### config.mk
export PLATFORM = sky130hd
export DESIGN_NAME = alu_share_arb
export DESIGN_NICKNAME = d
export VERILOG_FILES = /design/src/rtl/alu_pkg.sv /design/src/rtl/alu.sv /design/src/rtl/rr_arbiter.sv /design/src/rtl/alu_share_arb.sv
export SDC_FILE = /design/constraint.sdc
export NUM_CORES = 1
export LEC_CHECK = 0
export ABC_AREA = 1
export BUFFER_PORTS_ARGS = -buffer_cell sky130_fd_sc_hd__buf_2
export CAP_MARGIN = 15
export CELL_PAD_IN_SITES_DETAIL_PLACEMENT = 2
export CELL_PAD_IN_SITES_GLOBAL_PLACEMENT = 2
export CORE_MARGIN = 10
export CORE_UTILIZATION = 32
export CTS_CLUSTER_SIZE = 14
export DETAILED_ROUTE_END_ITERATION = 12
export GPL_TIMING_DRIVEN = 0
export HOLD_SLACK_MARGIN = 0.08
export PLACE_DENSITY = 0.95
export SYNTH_ARGS = -nofsm -noshare
export SYNTH_HDL_FRONTEND = slang
export SYNTH_SLANG_ARGS = --single-unit
### constraint.sdc
create_clock -name i_clk -period 12.18 [get_ports i_clk]
set_input_delay 3.654 -clock i_clk [delete_from_list [all_inputs] [get_ports i_clk]]
set_output_delay 3.654 -clock i_clk [all_outputs]
set_load 0.01 [all_outputs]
### src/rtl/alu_pkg.sv
// Shared ALU opcode type and arbiter sizing helpers.
package alu_pkg;

    localparam int unsigned ARB_MAX_REQ = 8;

    typedef enum logic [3:0] {
        ALU_ADD  = 4'd0,
        ALU_SUB  = 4'd1,
        ALU_AND  = 4'd2,
        ALU_OR   = 4'd3,
        ALU_XOR  = 4'd4,
        ALU_SLL  = 4'd5,
        ALU_SRL  = 4'd6,
        ALU_SRA  = 4'd7,
        ALU_SLT  = 4'd8,
        ALU_SLTU = 4'd9
    } alu_opcode_t;

    // Requester ID width: ceil(log2(n)), never below one bit.
    function automatic int unsigned arb_id_w(input int unsigned n);
        return (n <= 2) ? 1 : $clog2(n);
    endfunction

endpackage

### src/rtl/alu.sv
// Shared combinational 32-bit ALU; unknown opcodes yield zero.
module alu
    import alu_pkg::*;
(
    input  logic [31:0] a,
    input  logic [31:0] b,
    input  alu_opcode_t op,
    output logic [31:0] y_c
);

    always_comb begin
        y_c = '0;
        case (op)
            ALU_ADD:  y_c = a + b;
            ALU_SUB:  y_c = a - b;
            ALU_AND:  y_c = a & b;
            ALU_OR:   y_c = a | b;
            ALU_XOR:  y_c = a ^ b;
            ALU_SLL:  y_c = a << b[4:0];
            ALU_SRL:  y_c = a >> b[4:0];
            ALU_SRA:  y_c = 32'($signed(a) >>> b[4:0]);
            ALU_SLT:  y_c = 32'($signed(a) < $signed(b));
            ALU_SLTU: y_c = 32'(a < b);
            default:  y_c = '0;
        endcase
    end

endmodule

### src/rtl/rr_arbiter.sv
// Combinational round-robin arbiter: first request at or above ptr, with wrap.
module rr_arbiter #(
    parameter int unsigned N  = 2,
    parameter int unsigned IW = 1
) (
    input  logic [N-1:0]  req,
    input  logic [IW-1:0] ptr,
    input  logic          en,
    output logic [N-1:0]  grant,
    output logic [IW-1:0] idx
);

    logic [IW-1:0] cand;
    logic          found;

    always_comb begin
        grant = '0;
        idx   = '0;
        found = 1'b0;
        cand  = ptr;
        for (int unsigned off = 0; off < N; off++) begin
            if (en && !found && req[cand]) begin
                grant[cand] = 1'b1;
                idx         = cand;
                found       = 1'b1;
            end
            cand = (cand == IW'(N - 1)) ? '0 : cand + IW'(1);
        end
    end

endmodule

### src/rtl/alu_share_arb.sv
// Round-robin sharing of one ALU between NUM_REQ requesters with a one-entry result stage.
// Optional per-requester saturating grant counters under ALU_ARB_PERF_EN.
module alu_share_arb
    import alu_pkg::*;
#(
    parameter int unsigned NUM_REQ = 2,
    parameter int unsigned ID_W    = arb_id_w(NUM_REQ)
`ifdef ALU_ARB_PERF_EN
    ,
    parameter int unsigned CNT_W   = 16
`endif
) (
    input  logic                      i_clk,
    input  logic                      i_rst_n,
    input  logic [NUM_REQ-1:0]        i_req_valid,
    output logic [NUM_REQ-1:0]        o_req_ready,
    input  logic [NUM_REQ*32-1:0]     i_req_op1,
    input  logic [NUM_REQ*32-1:0]     i_req_op2,
    input  alu_opcode_t [NUM_REQ-1:0] i_req_alu_op,
    output logic                      o_rsp_valid,
    input  logic                      i_rsp_ready,
    output logic [ID_W-1:0]           o_rsp_id,
    output logic [31:0]               o_rsp_result
`ifdef ALU_ARB_PERF_EN
    ,
    output logic [NUM_REQ*CNT_W-1:0]  o_grant_cnt
`endif
);

    logic [ID_W-1:0]    ptr_q;
    logic [ID_W-1:0]    gnt_idx;
    logic [NUM_REQ-1:0] grant;
    logic               can_accept;
    logic               xfer;
    logic [31:0]        op1_arr [NUM_REQ];
    logic [31:0]        op2_arr [NUM_REQ];
    logic [31:0]        alu_y;

    for (genvar k = 0; k < NUM_REQ; k++) begin : g_unpack
        assign op1_arr[k] = i_req_op1[32*k +: 32];
        assign op2_arr[k] = i_req_op2[32*k +: 32];
    end

    // Result slot frees up either because it is empty or is draining this cycle.
    assign can_accept  = !o_rsp_valid || i_rsp_ready;
    assign o_req_ready = grant;
    assign xfer        = |grant;

    rr_arbiter #(
        .N  (NUM_REQ),
        .IW (ID_W)
    ) u_arb (
        .req   (i_req_valid),
        .ptr   (ptr_q),
        .en    (can_accept && i_rst_n),
        .grant (grant),
        .idx   (gnt_idx)
    );

    alu u_alu (
        .a   (op1_arr[gnt_idx]),
        .b   (op2_arr[gnt_idx]),
        .op  (i_req_alu_op[gnt_idx]),
        .y_c (alu_y)
    );

    always_ff @(posedge i_clk) begin
        if (!i_rst_n) begin
            ptr_q        <= '0;
            o_rsp_valid  <= 1'b0;
            o_rsp_id     <= '0;
            o_rsp_result <= '0;
        end else if (xfer) begin
            ptr_q        <= (gnt_idx == ID_W'(NUM_REQ - 1)) ? '0 : gnt_idx + ID_W'(1);
            o_rsp_valid  <= 1'b1;
            o_rsp_id     <= gnt_idx;
            o_rsp_result <= alu_y;
        end else if (i_rsp_ready) begin
            o_rsp_valid  <= 1'b0;
        end
    end

`ifdef ALU_ARB_PERF_EN
    always_ff @(posedge i_clk) begin
        if (!i_rst_n) begin
            o_grant_cnt <= '0;
        end else begin
            for (int unsigned k = 0; k < NUM_REQ; k++) begin
                if (grant[k] && (o_grant_cnt[k*CNT_W +: CNT_W] != '1))
                    o_grant_cnt[k*CNT_W +: CNT_W] <= o_grant_cnt[k*CNT_W +: CNT_W] + CNT_W'(1);
            end
        end
    end
`endif

endmodule

## After elaboration in Yosys (flattened, before gate mapping)

Cells that the tools add are included.

| word-level totals | value |
|---|---|
| bits in latches | 0 |
| register bits after elaboration | 35 |
| output and inout port bits | 36 |
| memory bits (read-only) | 0 |
| RAM bits | 0 |
| memories kept | 0 |

| cells by class | value |
|---|---|
| eq/ne operators | 9 |
| bitwise logic cells | 5 |
| order comparisons | 8 |
| div/mod/pow operators | 0 |
| mux-type cells | 26 |
| shift-type cells | 3 |
| multipliers | 0 |
| reductions and logical operators | 12 |
| add/sub/neg operators | 4 |

Operator list:

| kind | count |
|---|---|
| one-hot mux 32 bit (10 select lines) | 1 |
| two-way mux 32 bit | 6 |
| less-than comparator 32 bit | 2 |
| adder 32 bit | 1 |
| AND 32 bit | 1 |
| OR 32 bit | 1 |
| left shift 32 x 5 -> 32 bit | 1 |
| right shift 32 x 5 -> 32 bit | 1 |
| >>> shifter 32 x 5 -> 32 bit | 1 |
| subtractor 32 bit | 1 |
| XOR 32 bit | 1 |
| == test 4 x 3 -> 1 bit, second input constant | 4 |
| two-way mux 1 bit | 13 |
| == test 4 x 2 -> 1 bit, second input constant | 2 |
| == test 4 bit, second input constant | 2 |
| two-way mux 4 bit | 2 |
| logical AND 1 bit | 6 |
| less-than comparator 1 x 2 -> 1 bit, second input constant | 3 |
| == test 4 x 1 -> 1 bit, second input constant | 1 |
| zero test 4 bit | 1 |
| two-way mux 2 bit | 2 |
| adder 1 bit, second input constant | 2 |
| demux 1 bit (select 1 bit) | 2 |
| greater-or-equal comparator 1 bit, second input constant | 2 |
| other kinds (7) | 8 |

## Longest topological paths before layout

Gate-level depths: netlist of run 1.

| logic depth | value |
|---|---|
| depth in word-level cells | 15 |
| mapped depth | 27 |

## Cells and area by module

A second synthesis of run 1 with hierarchy kept.

| second synthesis, totals | value |
|---|---|
| cell total of the unflattened synthesis | 2451 |
| area total of the unflattened synthesis | 12593.3 sq um |

By module, submodules not included:

| module | seq. area each (sq um) | cells each | times used | area an instance (sq um) |
|---|---|---|---|---|
| alu | 0.0 | 2070 | 1 | 10332.4 |
| alu_share_arb | 700.7 | 375 | 1 | 2234.6 |
| rr_arbiter | 0.0 | 6 | 1 | 26.3 |

## Least setup slack after synthesis of run 1

OpenSTA, ideal clock, no wires.

| timing path | value |
|---|---|
| path type | input port to output port |
| start point | in i_rsp_ready |
| end point | out o_req_ready[1] |
| arrival time | 4.214 ns |
| stages | 5 |
| setup slack | 4.312 ns |
| path buffers | 1 |
| data required time | 8.526 ns |
| path through | inv_1 -> a21oi_4 -> nand2_4 -> inv_2 -> buf_6 |

| between the ends | value |
|---|---|
| cells in the longest elaborated chain, start to end | 8 |
| elaborated cells on any way between the ends | 10 |
| classes of those cells | 3 x mux; 1 x bitwise; 6 x reduce/logical |

RTL lines:

| element | line | source |
|---|---|---|
| from (decl) | alu_share_arb.sv:21 | `input logic i_rsp_ready,` |
| logical OR 1 bit * | alu_share_arb.sv:45 | `assign can_accept = !o_rsp_valid \|\| i_rsp_ready;` |
| logical AND 1 bit * | alu_share_arb.sv:55 | `.en (can_accept && i_rst_n),` |
| logical AND 1 bit | rr_arbiter.sv:22 | `if (en && !found && req[cand]) begin` |
| two-way mux 1 bit | rr_arbiter.sv:22 |  |
| zero test 1 bit | rr_arbiter.sv:22 |  |
| logical AND 1 bit (2 in a row) | rr_arbiter.sv:22 |  |
| two-way mux 2 bit * | rr_arbiter.sv:22 |  |
| to (decl) | alu_share_arb.sv:16 | `output logic [NUM_REQ-1:0] o_req_ready,` |

Mark *: on every way between the ends. The rest lies on a longest branch, timed or not.

## Final worst setup path of run 1

| timing path | value |
|---|---|
| start point | in i_rst_n |
| end point | reg o_rsp_result[27] |

| between the ends | value |
|---|---|
| cells in the longest elaborated chain, start to end | 13 |
| elaborated cells on any way between the ends | 40 |
| classes of those cells | 2 x add/sub; 9 x eq/ne; 3 x shift; 14 x mux; 5 x bitwise; 7 x reduce/logical |

RTL lines:

| element | line | source |
|---|---|---|
| from (decl) | alu_share_arb.sv:14 | `input logic i_rst_n,` |
| logical AND 1 bit | alu_share_arb.sv:55 |  |
| logical AND 1 bit | rr_arbiter.sv:22 |  |
| two-way mux 1 bit | rr_arbiter.sv:22 |  |
| zero test 1 bit | rr_arbiter.sv:22 |  |
| logical AND 1 bit (2 in a row) | rr_arbiter.sv:22 |  |
| two-way mux 1 bit | rr_arbiter.sv:22 |  |
| NOT 1 -> 2 bit (implied by the code) | alu_share_arb.sv:61, alu_share_arb.sv:62 |  |
| two-way mux 32 bit, on equally long branches (3 in a row) | alu_share_arb.sv:61, alu_share_arb.sv:62 |  |
| subtractor 32 bit, or another cell as far along | alu.sv:15 | `ALU_SUB: y_c = a - b;` |
| one-hot mux 32 bit (10 select lines) | alu.sv:13 | `case (op)` |
| to (signal assigned) | alu_share_arb.sv:77 | `o_rsp_result <= alu_y;` |
| to (decl) | alu_share_arb.sv:23 | `output logic [31:0] o_rsp_result` |

Parallel ways exist; a longest one is shown, timed or not. The select of a mux whose other input is x is not followed.
A chain may end at the register's enable or synchronous reset.

==> results of run 1 <==
==> worst max-delay path by stage <==
stage | from | depth (start not counted) | to
detailed placement | i_rst_n | 21 | o_rsp_result[27]
global placement | i_rst_n | 21 | o_rsp_result[27]
CTS | i_rst_n | 22 | o_rsp_result[27]
global route | i_rst_n | 22 | o_rsp_result[27]
floorplan | i_rsp_ready | 5 | o_req_ready[1]
finish | i_rst_n | 22 | o_rsp_result[27]
==> critical path, cell delays in order <==
cell and delay, ps:
sky130_fd_sc_hd__buf_2 120, sky130_fd_sc_hd__inv_2 160, sky130_fd_sc_hd__a21oi_4 130, sky130_fd_sc_hd__nand2_4 150, sky130_fd_sc_hd__buf_6 160, sky130_fd_sc_hd__buf_2 270, sky130_fd_sc_hd__clkbuf_1 630, sky130_fd_sc_hd__clkbuf_1 740
sky130_fd_sc_hd__o21ai_0 490, sky130_fd_sc_hd__ha_1 430, sky130_fd_sc_hd__clkbuf_1 440, sky130_fd_sc_hd__inv_1 190, sky130_fd_sc_hd__a21o_1 250, sky130_fd_sc_hd__a21oi_1 380, sky130_fd_sc_hd__o21ai_0 480, sky130_fd_sc_hd__a311oi_1 430
sky130_fd_sc_hd__nand2_1 120, sky130_fd_sc_hd__nand2_1 70, sky130_fd_sc_hd__nand3_1 80, sky130_fd_sc_hd__nand3_1 330, sky130_fd_sc_hd__nand2_1 110, sky130_fd_sc_hd__a21oi_1 210
==> power by group <==
part | switching [mW] | total, mW | internal, mW | leakage, nW
clock | 0.0476 | 0.135 | 0.0870 | 0.0772
sequential | 0.00549 | 0.128 | 0.123 | 0.285
combinational | 0.736 | 0.973 | 0.238 | 6.85
total | 0.789 | 1.24 | 0.448 | 7.21
==> sequential cells by signal (all words and copies together) (netlist names) <==
| register | cells |
|---|---|
| ptr_q | 1 |
| o_rsp_result | 32 |
| o_rsp_valid | 1 |
| o_rsp_id | 1 |
==> cell type report <==
type                       count  area (um2)
sequential                    35       700.7
inverter                     288        1082
clock buffer                   8       156.4
tap                          468       585.6
buffer                       110       549.3
multi-input combinational   1860        9407
timing repair buffer         176       880.8
antenna                        1       2.502
fill                        4955       23070
==> layout by cell type (no fill, tap or decap), drive strengths merged, types with 9 or more instances in the layout <==
master	instances
dfxtp	35
inv	287
a21o	9
nor3	22
ha	94
buf	246
nand4	16
o21ai	171
clkbuf	48
o211ai	10
nand2	734
a21oi	162
o22ai	16
nand3	345
nor2	205
==> cells in the mapped netlist, types with 9 or more instances <==
master / instances
sky130_fd_sc_hd__a21o_1: 9
sky130_fd_sc_hd__a21oi_1: 160
sky130_fd_sc_hd__buf_1: 21
sky130_fd_sc_hd__buf_2: 31
sky130_fd_sc_hd__buf_4: 10
sky130_fd_sc_hd__clkbuf_1: 40
sky130_fd_sc_hd__dfxtp_1: 35
sky130_fd_sc_hd__ha_1: 94
sky130_fd_sc_hd__inv_1: 277
sky130_fd_sc_hd__inv_2: 10
sky130_fd_sc_hd__nand2_1: 715
sky130_fd_sc_hd__nand2_2: 15
sky130_fd_sc_hd__nand3_1: 339
sky130_fd_sc_hd__nand4_1: 16
sky130_fd_sc_hd__nor2_1: 194
sky130_fd_sc_hd__nor3_1: 22
sky130_fd_sc_hd__o211ai_1: 10
sky130_fd_sc_hd__o21ai_0: 105
sky130_fd_sc_hd__o21ai_1: 46
sky130_fd_sc_hd__o21ai_2: 18
sky130_fd_sc_hd__o22ai_1: 16
==> stage by stage <==
stage | utilization [%] | instance area (um2) | setup slack [ps] | power [mW]
6_report | 36.68 | 13360 | 2297 | 1.236
5_1_grt | 36.67 | 13360 | 2267 | 1.291
4_1_cts | 36.67 | 13360 | 2787 | 1.188
3_5_place_dp | 36.24 | 13210 | 2505 | 1.048
3_3_place_gp | 36.24 | 13210 | 2626 | 1.009
2_1_floorplan | - | 11740 | 4312 | 0.6584
==> metal layers <==
metal	global-route usage [%]	share of wire, %	vias to the layer above
met1	50.94	41	8812
met5	0	0.028	-
met3	11.49	12	220
met2	58.49	41	1109
li1	-	-	7837
met4	21.80	6.2	4
==> cells by family (layout without fill, tap and decap cells) <==
kind of cell	after synthesis	count (layout)	share of synthesized area, %
AO/OA/AOI/OAI	418	418	20.57
XOR/XNOR	5	5	0.3730
adder cells (fa/ha/maj)	95	95	10.19
buffers and inverters	398	582	13.90
flip-flops	35	35	5.969
other	0	1	0
AND/OR/NAND/NOR	1342	1342	49.00
==> flow_summary.html, run 1 <==
<table>
<tr><th>Metric</th><th>Value</th></tr>
<tr><th colspan="2">Run status</th></tr>
<tr><td>Result of the run</td><td>complete, no violations</td></tr>
<tr><th colspan="2">Route</th></tr>
<tr><td>1st-pass router iterations</td><td>5</td></tr>
<tr><td>Avg Vias per Cell</td><td>6.104</td></tr>
<tr><td>Avg WL per Cell</td><td>31.16 um</td></tr>
<tr><td>Number of DRC violations after detailed routing</td><td>0</td></tr>
<tr><td>Violation count after the first detailed-routing iteration</td><td>2134</td></tr>
<tr><td>Routed Antenna Nets</td><td>0</td></tr>
<tr><td>Via count</td><td>17.98k</td></tr>
<tr><td>Final wirelength</td><td>91790 um</td></tr>
<tr><th colspan="2">Die</th></tr>
<tr><td>Standard-cell rows</td><td>70</td></tr>
<tr><td>Die Footprint</td><td>0.04474 mm2</td></tr>
<tr><td>Top-level I/O count</td><td>177</td></tr>
<tr><td>Std-Cell Core Area</td><td>0.03643 mm2</td></tr>
<tr><td>Initial Util</td><td>32.22%</td></tr>
<tr><td>Die Wd</td><td>211.5 um</td></tr>
<tr><td>Y dimension of the die</td><td>211.5 um</td></tr>
<tr><th colspan="2">GRT</th></tr>
<tr><td>Number of global-route vias before repair</td><td>18.69k</td></tr>
<tr><td>First-pass GRT wire length</td><td>130600 um</td></tr>
<tr><td>Aggregate global-route resource usage</td><td>39.72%</td></tr>
<tr><td>Largest net degree at the start of global routing</td><td>12</td></tr>
<tr><td>Total congestion overflow</td><td>0</td></tr>
<tr><td>Antenna violations before repair</td><td>5</td></tr>
<tr><th colspan="2">Timing</th></tr>
<tr><td>Summed negative setup slack over all endpoints</td><td>0 ps</td></tr>
<tr><td>Unrepaired setup endpoints after global routing</td><td>false</td></tr>
<tr><td>Hold violation total from the final report</td><td>0</td></tr>
<tr><td>Final Setup Violations</td><td>0</td></tr>
<tr><td>Fin crit share</td><td>81.14%</td></tr>
<tr><td>Tightest slew margin relative to the limit</td><td>28.05%</td></tr>
<tr><td>Clock period minus final worst setup slack</td><td>9883 ps</td></tr>
<tr><td>Worst slack on hold paths</td><td>471.9 ps</td></tr>
<tr><td>Final Slew Violations</td><td>0</td></tr>
<tr><td>Slew at the pin closest to its max-slew limit</td><td>1072 ps</td></tr>
<tr><td>Maximum clock skew at final layout</td><td>2.595 ps</td></tr>
<tr><td>Achievable frequency</td><td>0.1012 GHz</td></tr>
<tr><th colspan="2">Setup path</th></tr>
<tr><td>Worst R2R Path Depth</td><td>21</td></tr>
<tr><td>Worst Setup End Kind</td><td>register</td></tr>
<tr><td>FF-to-FF setup slack</td><td>5500 ps</td></tr>
<tr><td>CP arrival</td><td>10080 ps</td></tr>
<tr><td>Peak fanout along the critical path</td><td>10</td></tr>
<tr><td>R2r startpoint</td><td>ptr_q</td></tr>
<tr><td>Worst Setup Path Type</td><td>primary input to register</td></tr>
<tr><td>Critical path required time</td><td>12370 ps</td></tr>
<tr><td>Startpoint class of the critical path</td><td>primary input</td></tr>
<tr><td>Reg-to-reg critical path endpoint</td><td>o_rsp_result[27]</td></tr>
<tr><th colspan="2">Flow run</th></tr>
<tr><td>Number of max-cap violations</td><td>0</td></tr>
<tr><th colspan="2">Cells and area</th></tr>
<tr><td>Fin nets</td><td>2712</td></tr>
<tr><td>Fraction of layout cells with a size suffix above 1</td><td>12.39%</td></tr>
<tr><td>Non-filler instance count after layout</td><td>2946</td></tr>
<tr><td>P&amp;R area growth vs syn</td><td>13.85%</td></tr>
<tr><th colspan="2">Synth</th></tr>
<tr><td>Post-synthesis area per instance</td><td>5.119 um2</td></tr>
<tr><td>Library cell occupying the most area in the post-synthesis netlist</td><td>sky130_fd_sc_hd__nand2_1</td></tr>
<tr><td>Flop and latch count out of synthesis</td><td>35</td></tr>
<tr><td>Proportion of netlist area held by the largest area contributor</td><td>22.86%</td></tr>
<tr><td>Mapped Cells</td><td>2293</td></tr>
<tr><td>Post-synth design cell area</td><td>0.01174 mm2</td></tr>
<tr><td>Synth warn</td><td>0</td></tr>
<tr><td>Fraction of registers with async set/reset</td><td>0%</td></tr>
<tr><td>Synth cell types</td><td>50</td></tr>
<tr><td>Top_reg_cell synth</td><td>sky130_fd_sc_hd__dfxtp_1</td></tr>
<tr><td>Leading cell types by total area after synthesis</td><td>sky130_fd_sc_hd__nand2_1 (23%), sky130_fd_sc_hd__nand3_1 (14%), sky130_fd_sc_hd__ha_1 (10%), sky130_fd_sc_hd__inv_1 (8.9%), sky130_fd_sc_hd__a21oi_1 (6.8%)</td></tr>
<tr><td>Number of nets in the synthesized netlist</td><td>2529</td></tr>
<tr><td>Sequential area share after synthesis</td><td>5.969%</td></tr>
<tr><td>Post-synth EDFFs</td><td>0</td></tr>
<tr><th colspan="2">Pwr</th></tr>
<tr><td>Leakage power total</td><td>7.212 nW</td></tr>
<tr><td>Areal power density over the cells</td><td>92.51 mW/mm2</td></tr>
<tr><td>Maximum ir drop on the vdd rail</td><td>39.72 uV</td></tr>
<tr><th colspan="2">Placed design</th></tr>
<tr><td>Count of buffers from port buffering</td><td>176</td></tr>
<tr><td>Instance count after placement with tap cells included</td><td>2937</td></tr>
<tr><td>RD Place Congestion</td><td>1.088</td></tr>
<tr><td>HPWL Detailed</td><td>78050 um</td></tr>
<tr><th colspan="2">Clock network</th></tr>
<tr><td>Number of setup buffers added after CTS</td><td>0</td></tr>
<tr><td>Buffer type at the clock tree root</td><td>sky130_fd_sc_hd__clkbuf_16</td></tr>
<tr><td>H-tree levels</td><td>2</td></tr>
<tr><td>CTS Buffer Depth</td><td>2</td></tr>
<tr><td>Clock Latency Late Sink</td><td>280 ps</td></tr>
<tr><td>Post-cts gate resize count</td><td>0</td></tr>
<tr><td>Clock slew at the register clock pins of the worst setup and hold paths</td><td>50 ps</td></tr>
<tr><td>Clock buffer count from CTS</td><td>5</td></tr>
<tr><td>CTS tree</td><td>done</td></tr>
<tr><td>Number of buffers inserted by hold repair at cts</td><td>0</td></tr>
<tr><td>TritonCTS Sinks</td><td>35</td></tr>
<tr><th colspan="2">Min path</th></tr>
<tr><td>Worst Hold End</td><td>o_rsp_result[3]</td></tr>
<tr><td>Type of the most critical hold path</td><td>register to register</td></tr>
<tr><td>Worst hold path startpoint</td><td>o_rsp_result[3]</td></tr>
<tr><td>Count of cells along the worst hold path</td><td>2</td></tr>
</table>
Power figures use the tool's default switching activity.
==> inputs of run 2 (changes only) <==
- CORE_UTILIZATION: 32 -> 29
- PLACE_DENSITY: 0.95 -> 0.9
- clock period: 12.18 -> 9.6 ns (I/O delays scaled with it)
==> run 2 against run 1 <==
Effect of this change: largest power group unchanged; clock power up 29%; clock skew about the same; wire length up 1.6%; global-route usage down 3.5 points; combinational power up 27%; non-clock buffer count unchanged; register-to-register slack worse by 2500 ps; total power up 27%; count of clock-buffer cells in the layout unchanged; final cell count up 1.9%.
==> flow_summary.html, run 2 (same netlist as run 1, synthesis figures left out) <==
<table>
<tr><th>Metric</th><th>Value</th></tr>
<tr><th colspan="2">Run status</th></tr>
<tr><td>Result of the run</td><td>complete, no violations</td></tr>
<tr><th colspan="2">Cells and area</th></tr>
<tr><td>Fraction of layout cells with a size suffix above 1</td><td>12.39%</td></tr>
<tr><td>Final antenna diode count</td><td>0</td></tr>
<tr><td>Fin nets</td><td>2712</td></tr>
<tr><td>Total non-filler cell area in the finished layout</td><td>0.01343 mm2</td></tr>
<tr><td>Most frequent standard cell in the layout excluding fill and tap cells</td><td>sky130_fd_sc_hd__nand2_1</td></tr>
<tr><td>Number of flip-flops under the largest register name</td><td>32</td></tr>
<tr><td>Non-filler instance count after layout</td><td>3002</td></tr>
<tr><td>Top register by number of flip-flops</td><td>o_rsp_result</td></tr>
<tr><td>Share of the core filled with cells</td><td>33.65%</td></tr>
<tr><td>Commonest cells after routing, fill and taps aside</td><td>sky130_fd_sc_hd__nand2_1 (715), sky130_fd_sc_hd__nand3_1 (339), sky130_fd_sc_hd__inv_1 (277)</td></tr>
<tr><td>P&amp;R area growth vs syn</td><td>14.43%</td></tr>
<tr><th colspan="2">Clock network</th></tr>
<tr><td>CTS Buffer Depth</td><td>2</td></tr>
<tr><td>Clock Latency Late Sink</td><td>280 ps</td></tr>
<tr><td>Buffer type at the clock tree root</td><td>sky130_fd_sc_hd__clkbuf_16</td></tr>
<tr><td>Clock buffer count from CTS</td><td>5</td></tr>
<tr><td>CTS tree</td><td>done</td></tr>
<tr><td>Clock slew at the register clock pins of the worst setup and hold paths</td><td>60 ps</td></tr>
<tr><td>TritonCTS Sinks</td><td>35</td></tr>
<tr><td>H-tree levels</td><td>2</td></tr>
<tr><td>Number of setup buffers added after CTS</td><td>0</td></tr>
<tr><td>Post-cts gate resize count</td><td>0</td></tr>
<tr><td>Number of buffers inserted by hold repair at cts</td><td>0</td></tr>
<tr><th colspan="2">Die</th></tr>
<tr><td>Standard-cell rows</td><td>73</td></tr>
<tr><td>Std-Cell Core Area</td><td>0.03991 mm2</td></tr>
<tr><td>Y dimension of the die</td><td>221.2 um</td></tr>
<tr><td>Top-level I/O count</td><td>177</td></tr>
<tr><td>Die Wd</td><td>221.2 um</td></tr>
<tr><td>Initial Util</td><td>29.41%</td></tr>
<tr><td>Die Footprint</td><td>0.04893 mm2</td></tr>
<tr><th colspan="2">Placed design</th></tr>
<tr><td>RD Place Congestion</td><td>1.053</td></tr>
<tr><td>Placement-stage cell area</td><td>0.01328 mm2</td></tr>
<tr><td>HPWL Detailed</td><td>79560 um</td></tr>
<tr><td>Place WS</td><td>691.6 ps</td></tr>
<tr><td>Instance count after placement with tap cells included</td><td>2994</td></tr>
<tr><td>Count of buffers from port buffering</td><td>176</td></tr>
<tr><th colspan="2">Timing</th></tr>
<tr><td>PnR worst setup slack</td><td>575.9 ps</td></tr>
<tr><td>Tightest slew margin relative to the limit</td><td>23.19%</td></tr>
<tr><td>Final Slew Violations</td><td>0</td></tr>
<tr><td>Final Setup Violations</td><td>0</td></tr>
<tr><td>Achievable frequency</td><td>0.1108 GHz</td></tr>
<tr><td>Slew at the pin closest to its max-slew limit</td><td>1144 ps</td></tr>
<tr><td>Hold violation total from the final report</td><td>0</td></tr>
<tr><td>Maximum clock skew at final layout</td><td>2.332 ps</td></tr>
<tr><td>Clock period minus final worst setup slack</td><td>9024 ps</td></tr>
<tr><td>Fin crit share</td><td>94.00%</td></tr>
<tr><td>Worst slack on hold paths</td><td>467.7 ps</td></tr>
<tr><td>Summed negative setup slack over all endpoints</td><td>0 ps</td></tr>
<tr><td>Unrepaired setup endpoints after global routing</td><td>false</td></tr>
<tr><th colspan="2">GRT</th></tr>
<tr><td>First-pass GRT wire length</td><td>133000 um</td></tr>
<tr><td>Number of global-route vias before repair</td><td>18.75k</td></tr>
<tr><td>Largest net degree at the start of global routing</td><td>12</td></tr>
<tr><td>Aggregate global-route resource usage</td><td>36.27%</td></tr>
<tr><td>Total congestion overflow</td><td>0</td></tr>
<tr><td>Antenna violations before repair</td><td>1</td></tr>
<tr><th colspan="2">Route</th></tr>
<tr><td>Violation count after the first detailed-routing iteration</td><td>1856</td></tr>
<tr><td>Final wirelength</td><td>93260 um</td></tr>
<tr><td>Via count</td><td>18.05k</td></tr>
<tr><td>1st-pass router iterations</td><td>6</td></tr>
<tr><td>Routed Antenna Nets</td><td>0</td></tr>
<tr><td>Number of DRC violations after detailed routing</td><td>0</td></tr>
<tr><td>Avg WL per Cell</td><td>31.07 um</td></tr>
<tr><td>Avg Vias per Cell</td><td>6.012</td></tr>
<tr><th colspan="2">Setup path</th></tr>
<tr><td>Family with the most delay on the worst path</td><td>buffers and inverters</td></tr>
<tr><td>Slowest cell on crit path</td><td>sky130_fd_sc_hd__clkbuf_1</td></tr>
<tr><td>Critical path required time</td><td>9810 ps</td></tr>
<tr><td>CP Buf/Inv Count</td><td>7</td></tr>
<tr><td>Worst R2R Path Depth</td><td>25</td></tr>
<tr><td>R2r startpoint</td><td>ptr_q</td></tr>
<tr><td>Startpoint class of the critical path</td><td>primary input</td></tr>
<tr><td>Worst Setup Path Type</td><td>primary input to register</td></tr>
<tr><td>Worst path max stage delay</td><td>790 ps</td></tr>
<tr><td>Peak fanout along the critical path</td><td>10</td></tr>
<tr><td>CP arrival</td><td>9240 ps</td></tr>
<tr><td>CP most frequent cell</td><td>sky130_fd_sc_hd__nand2_1</td></tr>
<tr><td>WP depth</td><td>26</td></tr>
<tr><td>Worst Setup End Kind</td><td>register</td></tr>
<tr><td>Launching instance or port of the critical path</td><td>i_rst_n</td></tr>
<tr><th colspan="2">Pwr</th></tr>
<tr><td>Maximum ir drop on the vdd rail</td><td>50.60 uV</td></tr>
<tr><td>Areal power density over the cells</td><td>117.3 mW/mm2</td></tr>
<tr><td>Power, Total</td><td>1.576 mW</td></tr>
<tr><td>Leakage power total</td><td>7.212 nW</td></tr>
<tr><th colspan="2">Min path</th></tr>
<tr><td>Type of the most critical hold path</td><td>register to register</td></tr>
<tr><td>Worst hold path startpoint</td><td>o_rsp_result[23]</td></tr>
<tr><td>Count of cells along the worst hold path</td><td>2</td></tr>
<tr><th colspan="2">Flow run</th></tr>
<tr><td>Number of max-cap violations</td><td>0</td></tr>
</table>
-- run 2: worst paths after layout --
check | endpoint | slack, ps
max reg2reg | o_rsp_result[27] | 2990
min reg2reg | o_rsp_result[23] | 470
max | o_rsp_result[27] | 580
min | o_rsp_result[23] | 470
-- run 2: report_power, final --
group          leakage [nW]  switching (mW)  total [mW]  internal [mW]
clock network        0.0772          0.0631       0.174          0.111
registers             0.285         0.00617       0.162          0.156
logic                  6.85           0.939        1.24          0.301
total                  7.21            1.01        1.58          0.567
-- run 2: cell type report --
type	count	area, um2
fillers	5387	26480
multi-input cells	1860	9407
inverters	288	1082
repair buffers	176	880.8
flip-flops and latches	35	700.7
well taps	525	656.9
plain buffers	110	549.3
clock buffers	8	156.4
-- run 2: worst register-to-register path, delay by kind of cell, from the launching register on --
kind / cells / cell delay (ps)
buf+inv: 6 / 2250
simple gates: 13 / 2110
compound gates: 5 / 1520
fa+ha+maj: 1 / 350
flops: 1 / 310
-- run 2: routing by layer --
layer	part of all wire (%)	track usage (%)	up-vias
li1	-	-	7839
met1	44	49.17	9054
met2	40	52.45	980
met3	10	8.239	174
met4	5.7	18.41	2
met5	0.013	0	-
